===== config.mk =====
export PLATFORM = sky130hd
export DESIGN_NAME = lcd_bus_scheduler
export DESIGN_NICKNAME = d
export VERILOG_FILES = /design/src/rtl/lcd_bus_scheduler.sv
export SDC_FILE = /design/constraint.sdc
export NUM_CORES = 1
export LEC_CHECK = 0
export BUFFER_PORTS_ARGS = -buffer_cell sky130_fd_sc_hd__buf_2
export CELL_PAD_IN_SITES_DETAIL_PLACEMENT = 1
export CELL_PAD_IN_SITES_GLOBAL_PLACEMENT = 1
export CORE_UTILIZATION = 45
export CTS_CLUSTER_DIAMETER = 40
export DETAILED_ROUTE_END_ITERATION = 10
export PLACE_DENSITY_LB_ADDON = 0.2
export SLEW_MARGIN = 10
export SYNTH_ARGS = -nofsm -noshare
export SYNTH_HDL_FRONTEND = slang
export SYNTH_SLANG_ARGS = --single-unit

===== constraint.sdc =====
create_clock -name Clock -period 7.7 [get_ports Clock]
set_input_delay 2.31 -clock Clock [delete_from_list [all_inputs] [get_ports Clock]]
set_output_delay 2.31 -clock Clock [all_outputs]
set_load 0.005 [all_outputs]

===== src/rtl/lcd_bus_scheduler.sv =====
// lcd_bus_scheduler
//   Shares one HD44780-style LCD write bus between two requesters:
//   port 0 (init sequencer) and port 1 (application). Each granted write
//   runs SETUP -> EN_HI -> HOLD -> WAIT -> DONE with cycle-exact timing.
//   When both ports request at once, they are granted in round-robin order.
//
// Parameters
//   SETUP_CYC  : RS/DATA setup cycles before EN rises
//   EN_CYC     : EN high width in cycles
//   HOLD_CYC   : RS/DATA hold cycles after EN falls
//   SHORT_WAIT : execution wait for normal commands
//   LONG_WAIT  : execution wait for clear/home commands
//
// Ports
//   Clock, Reset_n             : rising-edge clock, async active-low reset
//   REQx, RSx, DATAx, LONGx    : write request and its fields, per port
//   ACKx                       : one-cycle completion pulse, per port
//   LCD_RS/LCD_RW/LCD_EN/LCD_DATA : display bus (RW is always 0)
//   BUSY                       : high whenever the FSM is not idle
//   OWNER                      : port currently or most recently granted
//
// Every output comes directly from a flop.

module lcd_bus_scheduler #(
  parameter int SETUP_CYC  = 2,
  parameter int EN_CYC     = 25,
  parameter int HOLD_CYC   = 2,
  parameter int SHORT_WAIT = 2500,
  parameter int LONG_WAIT  = 100000
) (
  input  logic       Clock,
  input  logic       Reset_n,
  input  logic       REQ0,
  input  logic       REQ1,
  input  logic       RS0,
  input  logic       RS1,
  input  logic [7:0] DATA0,
  input  logic [7:0] DATA1,
  input  logic       LONG0,
  input  logic       LONG1,
  output logic       ACK0,
  output logic       ACK1,
  output logic       LCD_RS,
  output logic       LCD_RW,
  output logic       LCD_EN,
  output logic [7:0] LCD_DATA,
  output logic       BUSY,
  output logic       OWNER
);

  typedef enum logic [2:0] {
    IDLE,
    SETUP,
    EN_HI,
    HOLD,
    WAIT,
    DONE
  } state_t;

  // Counter reload values: each timed state lasts N cycles, so the counter
  // is loaded with N-1 on entry and the state exits on the edge where it is 0.
  localparam logic [16:0] SETUP_LD = 17'(SETUP_CYC - 1);
  localparam logic [16:0] EN_LD    = 17'(EN_CYC - 1);
  localparam logic [16:0] HOLD_LD  = 17'(HOLD_CYC - 1);
  localparam logic [16:0] SHORT_LD = 17'(SHORT_WAIT - 1);
  localparam logic [16:0] LONG_LD  = 17'(LONG_WAIT - 1);

  state_t      state;
  logic [16:0] cnt;
  logic        long_q;
  logic        grant_any;
  logic        grant_port;

  // Arbitration: a lone requester wins outright; with both pending, the
  // port that did not own the bus last time wins.
  always_comb begin
    grant_any  = REQ0 | REQ1;
    grant_port = REQ1 & (~REQ0 | ~OWNER);
  end

  // Sequencer. LCD_RS/LCD_DATA double as the captured request fields, so
  // they only change at a grant and hold their value while idle. LONG is
  // captured separately because it is only consumed when WAIT is entered.
  always_ff @(posedge Clock or negedge Reset_n) begin
    if (!Reset_n) begin
      state    <= IDLE;
      cnt      <= '0;
      long_q   <= 1'b0;
      ACK0     <= 1'b0;
      ACK1     <= 1'b0;
      LCD_RS   <= 1'b0;
      LCD_RW   <= 1'b0;
      LCD_EN   <= 1'b0;
      LCD_DATA <= 8'h00;
      BUSY     <= 1'b0;
      OWNER    <= 1'b1;
    end else begin
      ACK0   <= 1'b0;
      ACK1   <= 1'b0;
      LCD_RW <= 1'b0;
      case (state)
        IDLE: begin
          if (grant_any) begin
            OWNER    <= grant_port;
            LCD_RS   <= grant_port ? RS1 : RS0;
            LCD_DATA <= grant_port ? DATA1 : DATA0;
            long_q   <= grant_port ? LONG1 : LONG0;
            BUSY     <= 1'b1;
            cnt      <= SETUP_LD;
            state    <= SETUP;
          end
        end
        SETUP: begin
          if (cnt == '0) begin
            LCD_EN <= 1'b1;
            cnt    <= EN_LD;
            state  <= EN_HI;
          end else begin
            cnt <= cnt - 17'd1;
          end
        end
        EN_HI: begin
          if (cnt == '0) begin
            LCD_EN <= 1'b0;
            cnt    <= HOLD_LD;
            state  <= HOLD;
          end else begin
            cnt <= cnt - 17'd1;
          end
        end
        HOLD: begin
          if (cnt == '0) begin
            cnt   <= long_q ? LONG_LD : SHORT_LD;
            state <= WAIT;
          end else begin
            cnt <= cnt - 17'd1;
          end
        end
        WAIT: begin
          if (cnt == '0) begin
            ACK0  <= ~OWNER;
            ACK1  <= OWNER;
            state <= DONE;
          end else begin
            cnt <= cnt - 17'd1;
          end
        end
        DONE: begin
          BUSY  <= 1'b0;
          state <= IDLE;
        end
        default: begin
          LCD_EN <= 1'b0;
          BUSY   <= 1'b0;
          cnt    <= '0;
          state  <= IDLE;
        end
      endcase
    end
  end

endmodule


== Word level (Yosys, flattened, before mapping) ==
Index checks and enable logic that the tools add are counted.

* Bits in registers: 35
* Output and inout bits: 15
* Word-level logic and storage cells: 64

* Mux-type cells: 25
* Reduce and logical (&&, ||, !) cells: 9
* Bitwise gates (word level): 8
* Add/subtract/negate cells: 1
* Equal/unequal tests: 11

{| class="wikitable"
|+ Operators with widths
! kind !! number
|-
| 17-bit 2-to-1 mux || 6
|-
| 17-bit case mux with 6 select lines || 1
|-
| 17-bit zero test || 1
|-
| 17-bit by 1-bit subtractor with 17-bit output, second input constant || 1
|-
| 3-bit 2-to-1 mux || 5
|-
| 3-bit case mux with 5 select lines || 1
|-
| 2-bit inequality test, second input constant || 6
|-
| 1-bit 2-to-1 mux || 9
|-
| 8-bit 2-to-1 mux || 1
|-
| 4-bit OR reduction || 2
|-
| 3-bit by 2-bit == test with 1-bit output, second input constant || 2
|-
| 3-bit == test, second input constant || 2
|-
| 3-bit AND reduction || 2
|-
| 1-bit NOT || 5
|-
| 5-bit AND reduction || 1
|-
| 2-bit AND reduction || 2
|-
| 3-bit by 1-bit == test with 1-bit output, second input constant || 1
|-
| 3-bit zero test || 1
|-
| 1-bit case mux with 3 select lines || 1
|-
| 1-bit OR || 2
|-
| 1-bit case mux with 2 select lines || 1
|-
| 1-bit AND || 1
|}

== Depth between registers and ports, before layout ==
Gate-level depths: netlist of the first run.

* Depth after elaboration: 4
* Mapped depth: 9
* Depth with buffers taken out: 7

== Worst setup path after synthesis of the first run ==
No wires, ideal clock.

* Path kind: input to register
* Start: in REQ0
* End: reg cnt[2]
* Path slack: 4.169 ns
* Arrival time: 3.410 ns
* Required time: 7.578 ns
* Stages on the path: 4
* Path through: or4_1 -> a21oi_1 -> a311oi_1 -> a32o_1

* Longest elaborated chain between the ends: 3

{| class="wikitable"
|+ RTL lines
! item !! line !! source
|-
| start: declaration || 33 || <nowiki>input logic REQ0,</nowiki>
|-
| 1-bit OR || 77 || <nowiki>grant_any = REQ0 | REQ1;</nowiki>
|-
| 2-bit inequality test (no line) || - ||
|-
| 3-bit AND reduction (no line) || - ||
|-
| end signal: assignment || 119 || <nowiki>cnt <= cnt - 17'd1;</nowiki>
|-
| end signal: assignment || 128 || <nowiki>cnt <= cnt - 17'd1;</nowiki>
|-
| end signal: assignment || 133 || <nowiki>cnt <= long_q ? LONG_LD : SHORT_LD;</nowiki>
|-
| end: declaration || 69 || <nowiki>logic [16:0] cnt;</nowiki>
|}

No other way between the ends.
A chain may end at the register's enable or synchronous reset.

== Worst setup path in the final report of the first run ==
* Start: in REQ1
* End: reg LCD_DATA[7]

* Longest elaborated chain between the ends: 2
* Elaborated cells between the ends (all ways): 4
* Classes of those cells: 1 x mux; 2 x bitwise; 1 x reduce/logical

{| class="wikitable"
|+ RTL lines
! item !! line !! source
|-
| start: declaration || 34 || <nowiki>input logic REQ1,</nowiki>
|-
| 1-bit AND / 1-bit OR (equally long branches) || 78, 77 ||
|-
| 8-bit 2-to-1 mux / 2-bit AND reduction (equally long branches) || - ||
|-
| end signal: assignment || 106 || <nowiki>LCD_DATA <= grant_port ? DATA1 : DATA0;</nowiki>
|-
| end: declaration || 46 || <nowiki>output logic [7:0] LCD_DATA,</nowiki>
|}

Several ways; a longest one is shown, not always the timed one.

==> impl_metrics.tcl, run 1 <==
set metrics [dict create \
    hold_viol 0 \
    critPathRequiredTime_ns 7.84 \
    cts_tree "yes" \
    path_class "primary input to flip-flop" \
    route.detailed.drc 0 \
    nNetsFinal 313 \
    numCtsBuffers 5 \
    clock_sinks 35 \
    pwr-share-comb_pct 4.3 \
    synth_flop_cell "dfrtp_1" \
    fmax_mhz 275 \
    synth_cells 257 \
    post_drt_wl_per_cell_microns 18.1 \
    post-dp-hpwl_microns 4660 \
    ant_nets 0 \
    crit_fanout 10 \
    worstPathArrival_ns 3.78 \
    clk_pin_slew_worst_paths_ns 0.07 \
    avgViaCountPerCell 6.08 \
    worst_pin_slew_ns 1.20 \
    area_delta_synth_final_pct 14.3 \
    antenna_found_initial 0 \
    slew_violations 0 \
    finalCritPeriodShare_pct 47.3 \
    final_util_pct 53.3 \
    cts_root_buf "clkbuf_8" \
    io_pins 39 \
    drt_wl_total_microns 6440 \
    start_kind "primary input" \
    status "finished, final reports clean" \
    synth-seq-cells 35 \
    layout-drive-gt1-share_pct 18.7 \
    clock_latency_ns 0.29 \
    place_ws_ns 3.73 \
    p_seq_share_pct 52.4 \
    dpl_cell_area_sq_um 2420 \
    cts.repair.resized 0 \
    die-area_sq_um 5180 \
    layout_common_cells "buf_2, dfrtp_1, nor2_1, a21oi_1" \
    tns_ns 0 \
    p_sw_share_pct 22.4 \
    power_density_nw_per_um2 139 \
    seq_area_frac_synth_pct 39.8 \
    vias 2165 \
    fillCellCount 591 \
    antenna_cells 0 \
    gp_congestion 0.951 \
    max-slew-margin-rel_pct 20.0 \
    max-cap-violations 0 \
    setup_violations 0 \
    avgSynthCellArea_sq_um 8.57 \
    syn_nets 282 \
    grt_pass1_wl_microns 10900 \
    clock_path_buffers 2 \
    fin_ws_ns 4.06 \
    layout_commonest_cell "buf_2" \
    start_util_pct 46.6 \
    yosysWarnings 0 \
    final_area_sq_um 2520 \
    p_switching_mw 0.0786 \
    fp.coreArea_sq_um 4720 \
    finalCriticalPeriod_ns 3.64 \
    rsz0062_at_grt "no" \
    p_clk_share_pct 43.4 \
    startpoint "REQ1" \
    cp-end-kind "flip-flop" \
    worstHoldStart "BUSY" \
    synth_edf_count 0 \
    p_leak_nw 1.11 \
    r2r_start "cnt[0]" \
    dr.pass1.iters 4 \
    skew_ns 0.00521 \
    rows 25 \
    irDropWorstVdd_mv 0.0698 \
    grt_overflow 0 \
    port_buffers 37 \
    synth-async-reset-ratio_pct 100 \
    internal-power_mw 0.272 \
    htree_num_levels 2 \
    post-cts-setup-buffer-count 0 \
    grt_max_degree 36 \
    die_width_microns 72.0 \
    yosysUniqueCellTypes 55 \
    grt_pass1_vias 2176 \
    syn_area_sq_um 2200 \
    die_h_microns 72.0 \
    hold_path.class "flip-flop to flip-flop" \
    track_usage_pct 27.4 \
    drt_iter0_markers 173 \
    cts_hold_buf 0 \
]
## registers in the layout, summed over array words and instances, names as in the netlist
name	count
LCD_EN	1
state	3
BUSY	1
cnt	17
long_q	1
ACK0	1
OWNER	1
LCD_RS	1
LCD_DATA	8
ACK1	1
## logic make-up (layout without fill, tap and decap cells)
logic type                 count (synthesis)  after routing  synth area share [%]
AOI/OAI and AO/OA                         80             80                  24.1
xor gates and xnor gates                   2              2                 0.795
adders and majority gates                  1              1                 0.568
buffers and inverters                     22             54                  4.37
DFF                                       35             35                  39.8
muxes                                     11             11                  5.00
other                                      1              1                 0.170
and+or+nand+nor                          105            105                  25.2
## stage by stage
| step | power (mW) | hold WS [ns] | cells |
|---|---|---|---|
| 2_1_floorplan | 0.192 | 0.495 | 257 |
| 3_3_place_gp | 0.202 | 0.504 | 348 |
| 3_5_place_dp | 0.203 | 0.526 | 348 |
| 4_1_cts | 0.355 | 0.538 | 356 |
| 5_1_grt | 0.364 | 0.547 | 356 |
| 6_report | 0.351 | 0.532 | 356 |
## worst paths after layout
check | to | slack, ns | depth (start not counted)
min | BUSY | 0.53 | 2
min in group asynchronous | cnt[14] | 2.10 | 1
max reg2reg | cnt[9] | 4.56 | 8
max | LCD_DATA[7] | 4.06 | 4
min reg2reg | BUSY | 0.53 | 2
max in group asynchronous | cnt[2] | 5.09 | 1
## layout make-up
class | instances | area, sq um | share of cell area (%)
multi-input combinational | 200 | 1230 | 48.9
sequential | 35 | 877 | 34.8
inverter | 7 | 26.3 | 1.04
clock buffer | 8 | 100 | 3.98
timing repair buffer | 39 | 200 | 7.95
tap | 67 | 83.8 | 3.33
## critical path: stages
cell      delay, ns
buf_2          0.11
a21boi_1       0.95
mux2i_1        0.31
a21oi_1        0.10
## power by group through the flow
stage	Clock, mW	Combinational, mW	Sequential (mW)
finish	0.152	0.0150	0.184
global route	0.163	0.0174	0.184
CTS	0.156	0.0154	0.184
detailed placement	0	0.0154	0.187
global placement	0	0.0146	0.187
floorplan	0	0.00502	0.187
## Yosys cell counts (all sizes together), types with 2 or more instances
cell type  count  share of area (%)
mux2i         11                5.0
or2            2               0.57
nand2         17                2.9
a21oi         22                5.5
a31oi          5                1.4
nor2b          2               0.57
o32ai          2               0.80
nand3         11                2.5
clkbuf        10                1.7
inv            7                1.2
o21a           4                1.4
or3            4                1.1
nor3          13                3.0
a211oi         2               0.68
o21ai         20                5.1
nor4           9                3.1
nor2          27                4.6
or4            6                2.2
buf            5                1.5
a22o           3                1.2
o21bai         2               0.68
o211ai         3                1.0
nand2b         5                1.4
xnor2          2               0.80
a21o           3                1.0
nor3b          3                1.0
a311oi         2               0.80
a211o          3                1.2
dfrtp         34                 39
## routing by layer
| layer | wire length [microns] | global-route usage (%) |
|---|---|---|
| met1 | 2980 | 37.7 |
| met3 | 371 | 4.72 |
| met2 | 3010 | 43.9 |
| met5 | 0 | 0 |
| met4 | 86 | 9.59 |
Note: power is estimated with default switching activity, not from simulation.
==> run 2, diff against run 1 <==
CORE_UTILIZATION = 38   (was 45)
clock period = 3.1 ns   (was 7.7 ns; I/O delays follow)
==> run 2 against run 1 <==
  * Hold slack got worse by 0.0082 ns
  * Clock-buffer cell count unchanged
  * Sequential power increased by 150%
  * Global-route usage decreased by 4.3 points
  * Worst setup slack got worse by 3.7 ns
  * First-iteration DRC count decreased by 30%
  * Routed wire length increased by 2.4%
  * Sequential share of layout area decreased by 0.60 points
  * Critical path type is now flip-flop to flip-flop
==> impl_metrics.tcl, run 2 (same netlist as run 1, synthesis figures left out) <==
set metrics [dict create \
    fin_total_pwr_mw 0.871 \
    die_h_microns 78.1 \
    whs_ns 0.524 \
    place_ws_ns 0.363 \
    fillCellCount 703 \
    dpl_cell_area_sq_um 2460 \
    htree_num_levels 2 \
    r2r-end "cnt[9]" \
    post-dp-hpwl_microns 4830 \
    final_util_pct 46.2 \
    top_register "cnt" \
    place_inst 358 \
    path_buf_inv 1 \
    fp.coreArea_sq_um 5540 \
    max-slew-margin-rel_pct 36.7 \
    top_layer "met4" \
    drt_iter0_markers 121 \
    p_clk_share_pct 43.4 \
    grt_overflow 0 \
    gp_congestion 0.879 \
    p_leak_nw 1.13 \
    grt_pass1_vias 2146 \
    rrSetupSlack_ns 0.33 \
    slew_violations 0 \
    path_cells "inv_1, ha_1, or4b_1, or4_4, a21oi_4, o21ai_1, a22o_1" \
    wl_met1_microns 2980 \
    area_delta_synth_final_pct 16.2 \
    endpoint "cnt[9]" \
    cp-end-kind "flip-flop" \
    hold_viol 0 \
    rsz0062_at_grt "no" \
    pwr-share-comb_pct 4.2 \
    power_density_nw_per_um2 340 \
    crit_cells 7 \
    finalCriticalPeriod_ns 2.77 \
    cts_hold_buf 0 \
    layout_common_cells "buf_2, dfrtp_1, nor2_1, a21oi_1" \
    max-cap-violations 0 \
    fin_ws_ns 0.332 \
    top_regs "cnt (17), LCD_DATA (8), state (3)" \
    crit_fanout 10 \
    port_buffers 37 \
    setup_violations 0 \
    p_sw_share_pct 22.3 \
    dr.pass1.iters 4 \
    layout_commonest_cell "buf_2" \
    fmax_mhz 361 \
    clock_sinks 35 \
    die_width_microns 78.1 \
    cts_root_buf "clkbuf_8" \
    worst_pin_slew_ns 0.943 \
    die-area_sq_um 6110 \
    cpPeakStageDelay_ns 0.69 \
    layout-drive-gt1-share_pct 20.1 \
    start_util_pct 39.8 \
    r2r_cells 7 \
    io_pins 39 \
    route.detailed.drc 0 \
    worstPathArrival_ns 2.95 \
    cts_tree "yes" \
    status "finished, final reports clean" \
    vias 2146 \
    ant_nets 0 \
    largest_reg_flops 17 \
    rows 27 \
    track_usage_pct 23.2 \
    wl_met3_microns 369 \
    drt_wl_total_microns 6600 \
    finalCritPeriodShare_pct 89.3 \
    antenna_cells 0 \
    internal-power_mw 0.677 \
    irDropWorstVdd_mv 0.270 \
    numCtsBuffers 5 \
    slowest_stage "or4_4" \
    clock_path_buffers 2 \
    r2r_start "cnt[0]" \
    clock_latency_ns 0.29 \
    antenna_found_initial 0 \
    wl_met2_microns 3140 \
    skew_ns 0.00796 \
    path_class "flip-flop to flip-flop" \
    startpoint "cnt[0]" \
    p_seq_share_pct 52.4 \
    critical_path.top_delay_family "simple AND/OR/NAND/NOR gates" \
    hold_path.class "flip-flop to flip-flop" \
    avgViaCountPerCell 5.86 \
    cts.repair.resized 0 \
    grt_pass1_wl_microns 10800 \
    post_drt_wl_per_cell_microns 18.0 \
    critPathRequiredTime_ns 3.29 \
    layout.cells.non_filler 366 \
    grt_max_degree 36 \
    nNetsFinal 318 \
    start_kind "flip-flop" \
    clk_pin_slew_worst_paths_ns 0.08 \
    final_area_sq_um 2560 \
    p_switching_mw 0.194 \
    post-cts-setup-buffer-count 0 \
    tns_ns 0 \
]
==> run 2: cell count changes in the layout (fill, tap and decap cells not counted) <==
cell,before,now
buf_4,2,7
==> run 2: worst register-to-register path, delay by kind of cell (launching register included) <==
kind / cells / cell delay, ns
simple gates: 2 / 1.29
compound gates: 3 / 0.62
flops: 1 / 0.40
fa+ha+maj: 1 / 0.23
buf+inv: 1 / 0.13
==> run 2: power groups by stage <==
stage / clock [mW] / combinational (mW) / sequential (mW)
global route: 0.397 / 0.0421 / 0.456
finish: 0.377 / 0.0368 / 0.456
global placement: 0 / 0.0373 / 0.465
floorplan: 0 / 0.0125 / 0.465
detailed placement: 0 / 0.0382 / 0.465
CTS: 0.386 / 0.0381 / 0.456
==> run 2: layout make-up <==
cell class	count	area (sq um)	share of cell area, %
multi-input cells	200	1230	48.0
flip-flops and latches	35	877	34.2
repair buffers	44	238	9.28
clock buffers	8	100	3.91
well taps	72	90.1	3.52
inverters	7	26.3	1.03
==> run 2: worst min-delay path by stage <==
stage	to	from	slack, ns	cells after the start
after floorplan	cnt[10]	cnt[10]	0.49	1
after global placement	LCD_DATA[4]	LCD_DATA[4]	0.51	2
after detailed placement	ACK0	OWNER	0.52	1
after CTS	ACK0	OWNER	0.53	1
after global routing	ACK0	OWNER	0.54	1
final	ACK0	OWNER	0.52	1
==> run 2: per-layer routing <==
layer	track usage, %	vias up
li1	-	1025
met1	31.5	1045
met2	37.1	67
met3	3.95	9
met4	7.96	0
met5	0	-
==> run 3, diff against run 2 <==
--- a/config.mk
+++ b/config.mk
@@ -14,2 +14,3 @@
 export PLACE_DENSITY_LB_ADDON = 0.2
+export REMOVE_ABC_BUFFERS = 1
 export SLEW_MARGIN = 10
--- a/constraint.sdc
+++ b/constraint.sdc
@@ -3,2 +3,2 @@
 set_output_delay 0.93 -clock Clock [all_outputs]
-set_load 0.005 [all_outputs]
+set_load 0.02 [all_outputs]
==> run 3 against run 2 <==
  * Die area unchanged
  * Hold slack improved by 0.0055 ns
  * Highest routed layer unchanged
  * Critical path type unchanged
  * Maximum frequency shrank 0.36%
  * Largest power group unchanged
==> impl_metrics.tcl, run 3 (same netlist as run 1, synthesis figures left out) <==
set metrics [dict create \
    status "finished, final reports clean" \
    critPathRequiredTime_ns 3.28 \
    grt.met3_usage_pct 4.07 \
    rows 27 \
    drt_wl_total_microns 6470 \
    irDropWorstVdd_mv 0.170 \
    port_buffers 37 \
    slew_violations 0 \
    largest_reg_flops 17 \
    post-dp-hpwl_microns 4760 \
    worst_pin_slew_ns 0.978 \
    avgViaCountPerCell 5.99 \
    skew_ns 0.0109 \
    busiest_layer "met2" \
    antenna_found_initial 0 \
    gp_congestion 0.892 \
    grt_pass1_vias 2144 \
    grt_overflow 0 \
    ant_nets 0 \
    fillCellCount 698 \
    clock_sinks 35 \
    post-cts-setup-buffer-count 0 \
    path_buf_inv 1 \
    fp.coreArea_sq_um 5540 \
    htree_num_levels 2 \
    start_util_pct 39.8 \
    max-slew-margin-rel_pct 34.4 \
    layout-drive-gt1-share_pct 20.3 \
    cts.repair.resized 0 \
    top_register "cnt" \
    start_kind "flip-flop" \
    hold_path.class "flip-flop to flip-flop" \
    r2r_cells 7 \
    route.detailed.drc 0 \
    grt_max_degree 36 \
    hold_viol 0 \
    layout_common_cells "buf_2, dfrtp_1, nor2_1, a21oi_1" \
    die-area_sq_um 6110 \
    hold_path_depth 2 \
    cts_root_buf "clkbuf_8" \
    numCtsBuffers 5 \
    p_leak_nw 1.13 \
    finalCriticalPeriod_ns 2.78 \
    slowest_stage "or4_4" \
    cts_hold_buf 0 \
    rsz0062_at_grt "no" \
    top_regs "cnt (17), LCD_DATA (8), state (3)" \
    antenna_cells 0 \
    nNetsFinal 319 \
    layout_commonest_cell "buf_2" \
    vias 2200 \
    finalCritPeriodShare_pct 89.6 \
    worstPathArrival_ns 2.96 \
    crit_fanout 10 \
    cp-end-kind "flip-flop" \
    track_usage_pct 23.2 \
    power_density_nw_per_um2 332 \
    use_met1_pct 31.6 \
    cts_tree "yes" \
    die_width_microns 78.1 \
    tns_ns 0 \
    crit_cells 7 \
    final_util_pct 46.2 \
    area_delta_synth_final_pct 16.2 \
    post_drt_wl_per_cell_microns 17.6 \
    path_class "flip-flop to flip-flop" \
    clock_latency_ns 0.29 \
    fmax_mhz 360 \
    path_cells "inv_1, ha_1, or4b_1, or4_4, a21oi_4, o32ai_1, a22o_1" \
    cpPeakStageDelay_ns 0.69 \
    grt_use_met2_pct 37.1 \
    grt_pass1_wl_microns 10900 \
    drt_iter0_markers 209 \
    critical_path.top_delay_family "simple AND/OR/NAND/NOR gates" \
    dr.pass1.iters 4 \
    die_h_microns 78.1 \
    io_pins 39 \
    setup_violations 0 \
    clk_pin_slew_worst_paths_ns 0.08 \
    max-cap-violations 0 \
    clock_path_buffers 2 \
]
==> run 3: cell count changes in the layout (fill, tap and decap cells not counted), sizes merged <==
cell    delta
clkbuf     -1
clkinv     +1
buf        +1
==> run 3: path summary, 6_finish.rpt <==
kind / startpoint / endpoint / slack (ns)
min reg2reg: LCD_DATA[0] / LCD_DATA[0] / 0.53
max in group asynchronous: Reset_n / state[2] / 1.87
max reg2reg: cnt[0] / cnt[11] / 0.32
min: LCD_DATA[0] / LCD_DATA[0] / 0.53
min in group asynchronous: Reset_n / LCD_DATA[4] / 0.72
max: cnt[0] / cnt[11] / 0.32
==> run 3: layout make-up <==
| cell class | count | area, sq um | share of cell area, % |
|---|---|---|---|
| sequential | 35 | 877 | 34.3 |
| clock buffer | 7 | 86.3 | 3.37 |
| timing repair buffer | 45 | 245 | 9.58 |
| clock inverter | 1 | 5.00 | 0.196 |
| multi-input combinational | 200 | 1230 | 48.0 |
| inverter | 7 | 26.3 | 1.03 |
| tap | 72 | 90.1 | 3.52 |
==> run 3: power breakdown <==
group | switching, mW | total, mW | internal (mW)
sequential | 0 | 0.456 | 0.456
clock | 0.176 | 0.356 | 0.180
combinational | 0.0200 | 0.0373 | 0.0172
total | 0.196 | 0.850 | 0.653
==> run 3: metal layers <==
layer	vias up	routed length [microns]
met3	12	362
met2	70	3010
li1	1037	-
met4	0	112
met5	-	0
met1	1081	2990
==> run 3: worst register-to-register path, stage by stage, from the launching register on <==
cell and delay (ns):
dfrtp_1 0.41, inv_1 0.13, ha_1 0.22, or4b_1 0.61, or4_4 0.69, a21oi_4 0.26
o32ai_1 0.12, a22o_1 0.24
==> run 3: through the flow <==
| stage | worst slack, ns | cells | hold slack, ns | power [mW] | cell area (sq um) |
|---|---|---|---|---|---|
| after global placement | 0.455 | 359 | 0.508 | 0.503 | 2470 |
| after global routing | 0.236 | 367 | 0.559 | 0.873 | 2560 |
| after detailed placement | 0.372 | 359 | 0.520 | 0.504 | 2470 |
| after floorplan | 0.444 | 242 | 0.495 | 0.478 | 2130 |
| after CTS | 0.347 | 367 | 0.536 | 0.855 | 2560 |
| final | 0.322 | 367 | 0.529 | 0.850 | 2560 |
